<file path="config.mk">
export PLATFORM = sky130hd
export DESIGN_NAME = uart_tx_flat
export DESIGN_NICKNAME = d
export VERILOG_FILES = /design/src/rtl/uart_pkg.sv /design/src/rtl/uart_tx_if.sv /design/src/rtl/uart_baud_gen.sv /design/src/rtl/uart_tx.sv /design/src/flat_wrapper.sv
export SDC_FILE = /design/constraint.sdc
export NUM_CORES = 1
export LEC_CHECK = 0
export ABC_AREA = 1
export BUFFER_PORTS_ARGS = -buffer_cell sky130_fd_sc_hd__buf_2
export CAP_MARGIN = 20
export CORE_AREA = 2 2 79 112
export CTS_BUF_LIST = sky130_fd_sc_hd__clkbuf_8
export DETAILED_ROUTE_END_ITERATION = 10
export DIE_AREA = 0 0 81 114
export MAX_ROUTING_LAYER = met4
export PLACE_DENSITY_LB_ADDON = 0.12
export SYNTH_ARGS = -nofsm -noshare
export SYNTH_HDL_FRONTEND = slang
export SYNTH_SLANG_ARGS = --single-unit
</file>
<file path="constraint.sdc">
create_clock -name clk -period 4.3 [get_ports clk]
set_input_delay 0.86 -clock clk [delete_from_list [all_inputs] [get_ports clk]]
set_output_delay 0.86 -clock clk [all_outputs]
set_load 0.05 [all_outputs]
</file>
<file path="src/rtl/uart_pkg.sv">
// Shared UART definitions used by both the transmitter and the receiver:
// FSM state encoding, frame width and the baud divisor helper.
package uart_pkg;

  localparam int unsigned DATA_BITS  = 8;
  localparam int unsigned BAUD_CNT_W = 32;
  localparam int unsigned BIT_IDX_W  = 3;

  typedef logic [DATA_BITS-1:0] uart_byte_t;

  typedef enum logic [2:0] {
    IDLE   = 3'd0,
    START  = 3'd1,
    DATA   = 3'd2,
    PARITY = 3'd3,
    STOP   = 3'd4
  } state_t;

  // Clock cycles per bit, integer-truncated so TX and RX agree exactly.
  function automatic int unsigned divisor(input int unsigned clk_freq,
                                          input int unsigned baud_rate);
    return clk_freq / baud_rate;
  endfunction

endpackage

</file>
<file path="src/rtl/uart_tx_if.sv">
// Byte handshake plus serial line and status flags of the UART transmitter.
interface uart_tx_if;
  import uart_pkg::*;

  uart_byte_t tx_data;
  logic       tx_valid;
  logic       tx_ready;
  logic       tx_serial;
  logic       tx_busy;
  logic       tx_done;

  modport master (
    output tx_data,
    output tx_valid,
    input  tx_ready,
    input  tx_serial,
    input  tx_busy,
    input  tx_done
  );

  modport slave (
    input  tx_data,
    input  tx_valid,
    output tx_ready,
    output tx_serial,
    output tx_busy,
    output tx_done
  );

endinterface

</file>
<file path="src/rtl/uart_baud_gen.sv">
// Bit-period timer: counts 0..DIVISOR-1 and flags the last cycle of each bit.
module uart_baud_gen
  import uart_pkg::*;
#(
  parameter int unsigned DIVISOR = 434
) (
  input  logic clk,
  input  logic rst,
  input  logic clear,
  output logic tick
);

  localparam logic [BAUD_CNT_W-1:0] LAST = BAUD_CNT_W'(DIVISOR - 1);

  logic [BAUD_CNT_W-1:0] count;
  logic [BAUD_CNT_W-1:0] count_next;

  // Wrap at the bit boundary or restart on a new frame.
  always_comb begin
    count_next = count + BAUD_CNT_W'(1);
    if (clear || (count == LAST)) begin
      count_next = '0;
    end
  end

  // tick is registered from the next count so it is high exactly while count==LAST.
  always_ff @(posedge clk or posedge rst) begin
    if (rst) begin
      count <= '0;
      tick  <= 1'b0;
    end else begin
      count <= count_next;
      tick  <= (count_next == LAST);
    end
  end

endmodule

</file>
<file path="src/rtl/uart_tx.sv">
// UART transmitter: accepts a byte on a valid/ready handshake and sends it
// LSB-first with start bit, optional parity and 1 or 2 stop bits.
module uart_tx
  import uart_pkg::*;
#(
  parameter int unsigned CLK_FREQ   = 50_000_000,
  parameter int unsigned BAUD_RATE  = 115200,
  parameter int unsigned PARITY_EN  = 0,
  parameter int unsigned PARITY_ODD = 0,
  parameter int unsigned STOP_BITS  = 1
) (
  input  logic      clk,
  input  logic      rst,
  uart_tx_if.slave  tx
);

  localparam int unsigned DIVISOR = divisor(CLK_FREQ, BAUD_RATE);

  localparam logic [BIT_IDX_W-1:0] LAST_DATA_IDX = BIT_IDX_W'(DATA_BITS - 1);
  localparam logic [BIT_IDX_W-1:0] LAST_STOP_IDX = BIT_IDX_W'(STOP_BITS - 1);

  generate
    if ((STOP_BITS < 1) || (STOP_BITS > 2)) begin : g_bad_stop_bits
      $error("uart_tx: STOP_BITS must be 1 or 2");
    end
    if (DIVISOR < 2) begin : g_bad_divisor
      $error("uart_tx: CLK_FREQ/BAUD_RATE must be at least 2");
    end
  endgenerate

  state_t               state;
  state_t               state_next;
  uart_byte_t           shifter;
  uart_byte_t           shifter_next;
  logic [BIT_IDX_W-1:0] bit_index;
  logic [BIT_IDX_W-1:0] bit_index_next;
  logic                 parity_bit;
  logic                 parity_next;
  logic                 serial;
  logic                 serial_next;
  logic                 ready;
  logic                 ready_next;
  logic                 busy;
  logic                 busy_next;
  logic                 done;
  logic                 done_next;
  logic                 clear_c;
  logic                 tick;

  uart_baud_gen #(
    .DIVISOR (DIVISOR)
  ) u_baud_gen (
    .clk   (clk),
    .rst   (rst),
    .clear (clear_c),
    .tick  (tick)
  );

  // State and registered outputs.
  always_ff @(posedge clk or posedge rst) begin
    if (rst) begin
      state      <= IDLE;
      shifter    <= '0;
      bit_index  <= '0;
      parity_bit <= 1'b0;
      serial     <= 1'b1;
      ready      <= 1'b1;
      busy       <= 1'b0;
      done       <= 1'b0;
    end else begin
      state      <= state_next;
      shifter    <= shifter_next;
      bit_index  <= bit_index_next;
      parity_bit <= parity_next;
      serial     <= serial_next;
      ready      <= ready_next;
      busy       <= busy_next;
      done       <= done_next;
    end
  end

  // Next-state and next-output logic; serial_next is the level for the coming bit.
  always_comb begin
    state_next     = state;
    shifter_next   = shifter;
    bit_index_next = bit_index;
    parity_next    = parity_bit;
    serial_next    = serial;
    ready_next     = ready;
    busy_next      = busy;
    done_next      = 1'b0;
    clear_c        = 1'b0;

    case (state)
      IDLE: begin
        serial_next = 1'b1;
        ready_next  = 1'b1;
        busy_next   = 1'b0;
        if (tx.tx_valid && ready) begin
          shifter_next   = tx.tx_data;
          parity_next    = (PARITY_ODD != 0) ? ~^tx.tx_data : ^tx.tx_data;
          bit_index_next = '0;
          clear_c        = 1'b1;
          state_next     = START;
          serial_next    = 1'b0;
          ready_next     = 1'b0;
          busy_next      = 1'b1;
        end
      end

      START: begin
        if (tick) begin
          state_next  = DATA;
          serial_next = shifter[0];
        end
      end

      DATA: begin
        if (tick) begin
          shifter_next   = shifter >> 1;
          bit_index_next = bit_index + BIT_IDX_W'(1);
          if (bit_index == LAST_DATA_IDX) begin
            bit_index_next = '0;
            if (PARITY_EN != 0) begin
              state_next  = PARITY;
              serial_next = parity_bit;
            end else begin
              state_next  = STOP;
              serial_next = 1'b1;
            end
          end else begin
            serial_next = shifter[1];
          end
        end
      end

      PARITY: begin
        if (tick) begin
          state_next  = STOP;
          serial_next = 1'b1;
        end
      end

      STOP: begin
        // bit_index counts stop bits already sent.
        if (tick) begin
          if (bit_index == LAST_STOP_IDX) begin
            state_next     = IDLE;
            bit_index_next = '0;
            done_next      = 1'b1;
            ready_next     = 1'b1;
            busy_next      = 1'b0;
          end else begin
            bit_index_next = bit_index + BIT_IDX_W'(1);
          end
        end
      end

      default: begin
        state_next  = IDLE;
        serial_next = 1'b1;
        ready_next  = 1'b1;
        busy_next   = 1'b0;
      end
    endcase
  end

  assign tx.tx_serial = serial;
  assign tx.tx_ready  = ready;
  assign tx.tx_busy   = busy;
  assign tx.tx_done   = done;

endmodule

</file>
<file path="src/flat_wrapper.sv">
// flat-port wrapper written by rule: the top's interface ports become plain ports
module uart_tx_flat import uart_pkg::*;
#(
  parameter int unsigned CLK_FREQ   = 50_000_000,
  parameter int unsigned BAUD_RATE  = 115200,
  parameter int unsigned PARITY_EN  = 0,
  parameter int unsigned PARITY_ODD = 0,
  parameter int unsigned STOP_BITS  = 1
)
  (clk, rst, tx_tx_data, tx_tx_valid, tx_tx_ready, tx_tx_serial, tx_tx_busy, tx_tx_done);
  uart_tx_if tx_i ();
  input  logic clk;
  input  logic rst;
  input wire logic [$bits(tx_i.tx_data)-1:0] tx_tx_data;
  input wire logic [$bits(tx_i.tx_valid)-1:0] tx_tx_valid;
  output wire logic [$bits(tx_i.tx_ready)-1:0] tx_tx_ready;
  output wire logic [$bits(tx_i.tx_serial)-1:0] tx_tx_serial;
  output wire logic [$bits(tx_i.tx_busy)-1:0] tx_tx_busy;
  output wire logic [$bits(tx_i.tx_done)-1:0] tx_tx_done;
  assign tx_i.tx_data = tx_tx_data;
  assign tx_i.tx_valid = tx_tx_valid;
  assign tx_tx_ready = tx_i.tx_ready;
  assign tx_tx_serial = tx_i.tx_serial;
  assign tx_tx_busy = tx_i.tx_busy;
  assign tx_tx_done = tx_i.tx_done;
  uart_tx #(.CLK_FREQ(CLK_FREQ), .BAUD_RATE(BAUD_RATE), .PARITY_EN(PARITY_EN), .PARITY_ODD(PARITY_ODD), .STOP_BITS(STOP_BITS)) u_core (.clk(clk), .rst(rst), .tx(tx_i));
endmodule
</file>
; Word level (Yosys, flattened, before mapping)
; Index checks and enable logic that the tools add are counted.
[word_totals]
reg_bits = 51
in_bits = 11
output_inout_bits = 4
elab_cells = 74
[op_classes]
add_sub_neg = 2
eq_ne = 14
muxes = 35
bitwise = 2
reduce_logical = 12
[op_table]
columns = op, n
row1 = "32-bit by 9-bit equality test with 1-bit output, second input constant", 2
row2 = 3-bit 2-to-1 mux, 12
row3 = "32-bit by 1-bit adder with 32-bit output, second input constant", 1
row4 = 32-bit 2-to-1 mux, 1
row5 = 8-bit 2-to-1 mux, 2
row6 = 8-bit case mux with 2 select lines, 1
row7 = 3-bit case mux with 5 select lines, 1
row8 = 1-bit 2-to-1 mux, 14
row9 = 3-bit case mux with 3 select lines, 1
row10 = "2-bit != test, second input constant", 4
row11 = 4-bit AND reduction, 2
row12 = 7-bit AND reduction, 1
row13 = "3-bit by 2-bit equality test with 1-bit output, second input constant", 2
row14 = "3-bit equality test, second input constant", 2
row15 = 3-bit zero test, 2
row16 = "2-bit by 1-bit != test with 1-bit output, second input constant", 3
row17 = 1-bit case mux with 3 select lines, 2
row18 = 3-bit AND reduction, 2
row19 = 1-bit case mux with 5 select lines, 1
row20 = "3-bit by 1-bit adder with 3-bit output, second input constant", 1
row21 = "3-bit by 1-bit equality test with 1-bit output, second input constant", 1
row22 = 3-bit nonzero test, 1
row23 = 3-bit OR reduction, 1
row24 = 1-bit NOT, 2
row25 = other kinds (3), 3

; Logic depth before layout (Yosys ltp)
[depth]
ltp_word = 6
depth_mapped = 15
mapped_depth_nobuf = 14

; Modules after synthesis
; A second synthesis with hierarchy kept.
[unflattened]
hier_cells = 497
hier_area_um2 = 3286.9
[by_module_without_submodules]
columns = module, n_inst, cells_each, area_per_inst_um2, seq_area_each_um2
row1 = uart_baud_gen, 1, 359, 2239.6, 825.8
row2 = uart_tx, 1, 138, 1047.3, 452.9

; Least setup slack after synthesis
; Ideal clock, no wire load.
[synth_path]
path_type = input to register
start = in tx_tx_valid
end = reg u_core.u_baud_gen.tick
setup_ns = 0.069
arrival_ns = 1.742
path_slack_ns = 2.489
path_stages = 8
path_cell_list = nand4_1 nand2_1 buf_4 buf_4 a21oi_1 nor2_1 nand3_1 nor2_2
[synth_between]
elab_chain_len = 6
[synth_lines]
columns = element, line
row1 = "start, declared", flat_wrapper.sv:15  ; input wire logic [$bits(tx_i.tx_valid)-1:0] tx_tx_valid;
row2 = 1-bit logical AND, uart_tx.sv:99  ; if (tx.tx_valid && ready) begin
row3 = 1-bit 2-to-1 mux, uart_tx.sv:99
row4 = 1-bit 2-to-1 mux, uart_tx.sv:94  ; case (state)
row5 = 1-bit logical OR, uart_baud_gen.sv:21  ; if (clear || (count == LAST)) begin
row6 = 32-bit 2-to-1 mux, uart_baud_gen.sv:21
row7 = 32-bit by 9-bit equality test with 1-bit output, uart_baud_gen.sv:33  ; tick <= (count_next == LAST);
row8 = "end signal, assigned", uart_baud_gen.sv:33
row9 = "end, declared", uart_baud_gen.sv:10  ; output logic tick
; Every way passes these cells.
; A chain may end at the register's enable or synchronous reset.

; Worst setup path after layout
[layout_path]
start = reg u_core.u_baud_gen.count[0]
end = reg u_core.u_baud_gen.tick
[layout_between]
elab_chain_len = 4
[layout_lines]
columns = element, line
row1 = "start, declared", uart_baud_gen.sv:15  ; logic [BAUD_CNT_W-1:0] count;
row2 = "start signal, assigned", uart_baud_gen.sv:32  ; count <= count_next;
row3 = branches (longest 2 deep; another with 32-bit by 1-bit adder with 32-bit output), -
row4 = 32-bit 2-to-1 mux *, uart_baud_gen.sv:21
row5 = net u_core.u_baud_gen.count_next[17], uart_baud_gen.sv:16  ; logic [BAUD_CNT_W-1:0] count_next;
row6 = 32-bit by 9-bit equality test with 1-bit output *, uart_baud_gen.sv:33
; Mark *: on every way through the listed nets, which the timed path passes.

==> reports/metrics.yaml <==
clockPowerShare_pct: 37.9
drt_iter0_markers: 157
grt_usage_pct: 21.0
synthSimpleGateAreaFrac_pct: 39.4
vias: 2957
seq_power_share_pct: 60.3
critPathLaunch: "u_core.u_baud_gen.count[0]$_DFF_PP0_"
r2r_start: "u_core.u_baud_gen.count[0]$_DFF_PP0_"
ioPinCount: 15
finClkSkew_ns: 0.0163
port_buffers: 14
cts.path.max_buffers: 2
clock-sinks: 51
grt_max_degree: 33
synth.distinct_cells: 29
cts_setup_buffers: 0
grt.overflow.total: 0
antenna_found_initial: 0
diodes: 0
antenna_left: 0
die_h_um: 114
setup.worst_path.start_class: "flop"
slew-limit-headroom_pct: 36.1
nNetsFinal: 516
wl_per_cell_um: 14.3
finalSetupViolCount: 0
yosysSeqAreaShare_pct: 39.7
switchingPower_mw: 0.192
synth-compound-area-share_pct: 7.61
root_buffer: "clkbuf_8"
worstHoldStart: "u_core.tx.tx_busy$_DFFE_PP0P_"
start_util_pct: 38.8
period_share_pct: 59.9
netlist_area_um2: 3220
syn_nets: 498
clk_latency_ns: 0.32
p_int_mw: 0.603
layout.core_utilization_pct: 42.2
rsz0062_at_grt: "no"
critPathRequiredTime_ns: 4.55
drc: 0
cts_hold_buf: 0
synth_xor_area_share_pct: 2.45
tns_ns: 0
cts-resized-gates: 0
status: "complete, no violations"
cp_max_fo: 27
cts_max_level: 2
p_per_area_nw_per_um2: 227
synth_warnings: 0
synth_top_family_by_area: "simple AND/OR/NAND/NOR gates"
numCtsBuffers: 5
min_period_ns: 2.58
slew_violations: 0
power_frac_comb_pct: 1.9
cts_tree: "yes"
syn_inst: 482
die_width_um: 81
sw_frac_of_total_pct: 24.1
p_total_mw: 0.795
clk_pin_slew_ns: 0.10
avgSynthCellArea_um2: 6.69
vias_per_cell: 4.88
p_leak_nw: 1.71
gp_congestion: 0.921
worst_pin_slew_ns: 0.957
hpwl_mm: 6.99
vdd_ir_drop_max_mv: 0.124
synthAdderAreaFrac_pct: 1.94
drt_wl_total_mm: 8.68
hold_class: "reg2reg"
timing.fmax_mhz: 388
hold_viol_final: 0
core-area_um2: 8310
maxCapViolCount: 0
rows: 40
grt_pass1_wl_mm: 14.1
cp.arrival_ns: 2.83
muxShareOfSynthArea_pct: 0
dr.pass1.iters: 4
drive_gt1_share_pct: 9.98
critPathCaptureType: "flop"
ys_ff_latch: 51
grt_pass1_vias: 2936
criticalPathCategory: "reg2reg"
area_growth_pct: 8.77
die-area_um2: 9230
-- layout make-up --
class | count | area [um2]
Multi-Input combinational cell | 358 | 1660
Clock inverter | 3 | 26.3
Tap cell | 105 | 131
Inverter | 67 | 251
Clock buffer | 5 | 68.8
Sequential cell | 51 | 1280
Timing Repair Buffer | 17 | 92.6
Fill cell | 942 | 4800
-- flip-flops by register name, indices dropped and copies added (netlist names) --
signal                   count
u_core.tx.tx_done            1
u_core.tx.tx_ready           1
u_core.tx.tx_busy            1
u_core.u_baud_gen.count     32
u_core.shifter               8
u_core.u_baud_gen.tick       1
u_core.tx.tx_serial          1
u_core.state                 3
u_core.bit_index             3
-- layer usage --
layer | track usage [%] | vias up | part of all wire [%]
met5 | - | - | 0
met1 | 21.7 | 1338 | 39
met2 | 36.7 | 61 | 52
met4 | 13.6 | 0 | 6.2
met3 | 2.61 | 35 | 2.4
li1 | - | 1523 | -
-- path summary, 6_finish.rpt --
| path | endpoint | slack, ns | cells past startpoint |
|---|---|---|---|
| setup / recovery | u_core.u_baud_gen.tick$_DFF_PP0_ | 1.72 | 13 |
| hold / removal | u_core.tx.tx_busy$_DFFE_PP0P_ | 0.49 | 1 |
| setup reg to reg | u_core.u_baud_gen.tick$_DFF_PP0_ | 1.72 | 13 |
| hold reg to reg | u_core.tx.tx_busy$_DFFE_PP0P_ | 0.49 | 1 |
| max in group asynchronous | u_core.tx.tx_serial$_DFFE_PP1P_ | 2.85 | 3 |
| min in group asynchronous | u_core.shifter[3]$_DFFE_PP0P_ | 0.63 | 2 |
-- critical path, cell delays in order (launching register included) --
cell and delay (ns):
dfrtp_1 0.50, ha_1 0.19, nand2_1 0.05, nor2_1 0.08, nand2_1 0.06, nor2_1 0.15
nand2_1 0.07, nand2_1 0.70, nor2_1 0.16, nor2_1 0.17, nand2_1 0.08, nor2_1 0.15
nand2_1 0.08, nor2_2 0.07
-- Yosys cell counts --
| master | n | area, um2 |
|---|---|---|
| nand2_1 | 151 | 567 |
| nor2_1 | 100 | 375 |
| inv_1 | 63 | 236 |
| dfrtp_1 | 49 | 1230 |
| nand3_1 | 26 | 130 |
| o21ai_0 | 21 | 105 |
| a21oi_1 | 8 | 40.0 |
| o211ai_1 | 8 | 60.1 |
| xor2_1 | 8 | 70.1 |
| nor2_4 | 6 | 67.6 |
| ha_1 | 5 | 62.6 |
| nand2_2 | 5 | 31.3 |
| nor2_2 | 5 | 31.3 |
| buf_4 | 3 | 22.5 |
| inv_2 | 3 | 11.3 |
| nor3_1 | 3 | 15.0 |
| o21ai_1 | 3 | 15.0 |
| buf_2 | 2 | 10.0 |
| dfstp_2 | 2 | 52.6 |
| nand3b_1 | 2 | 15.0 |
| a21oi_2 | 1 | 8.76 |
| a311oi_1 | 1 | 8.76 |
| clkbuf_1 | 1 | 3.75 |
| clkinv_1 | 1 | 3.75 |
| nand2_4 | 1 | 11.3 |
| nand4_1 | 1 | 6.26 |
| nor2_8 | 1 | 20.0 |
| o21a_1 | 1 | 7.51 |
| xnor2_1 | 1 | 8.76 |
-- metrics by stage --
stage	setup slack, ns	hold slack [ns]	instance area [um2]	instances
floorplan	2.21	0.502	3220	482
global placement	1.60	0.474	3410	598
detailed placement	1.53	0.475	3410	598
CTS	1.73	0.499	3510	606
global route	1.35	0.531	3510	606
finish	1.72	0.494	3510	606
-- placed cells by master (no fill, tap or decap), drive strengths merged, types with 2 or more instances in the layout --
cell type    n
nand2      157
nor2       112
inv         68
dfrtp       49
nand3       26
o21ai       24
buf         17
a21oi        9
o211ai       8
xor2         8
ha           5
clkbuf       5
nor3         3
nand3b       2
dfstp        2
clkinv       2
-- power by group through the flow --
stage                     Combinational [mW]  Clock, mW  Sequential [mW]
after floorplan                      0.00700          0            0.489
after global placement                0.0158          0            0.489
after detailed placement              0.0158          0            0.489
after CTS                             0.0160      0.315            0.479
after global routing                  0.0177      0.333            0.480
final                                 0.0149      0.301            0.479
-- kinds of logic (layout without fill, tap and decap cells) --
group           Yosys count  count (layout)
fa+ha+maj                 5               5
flops                    51              51
simple gates            301             301
compound gates           43              43
xor+xnor                  9               9
buf+inv                  73              92
(Power assumes the default switching activity.)
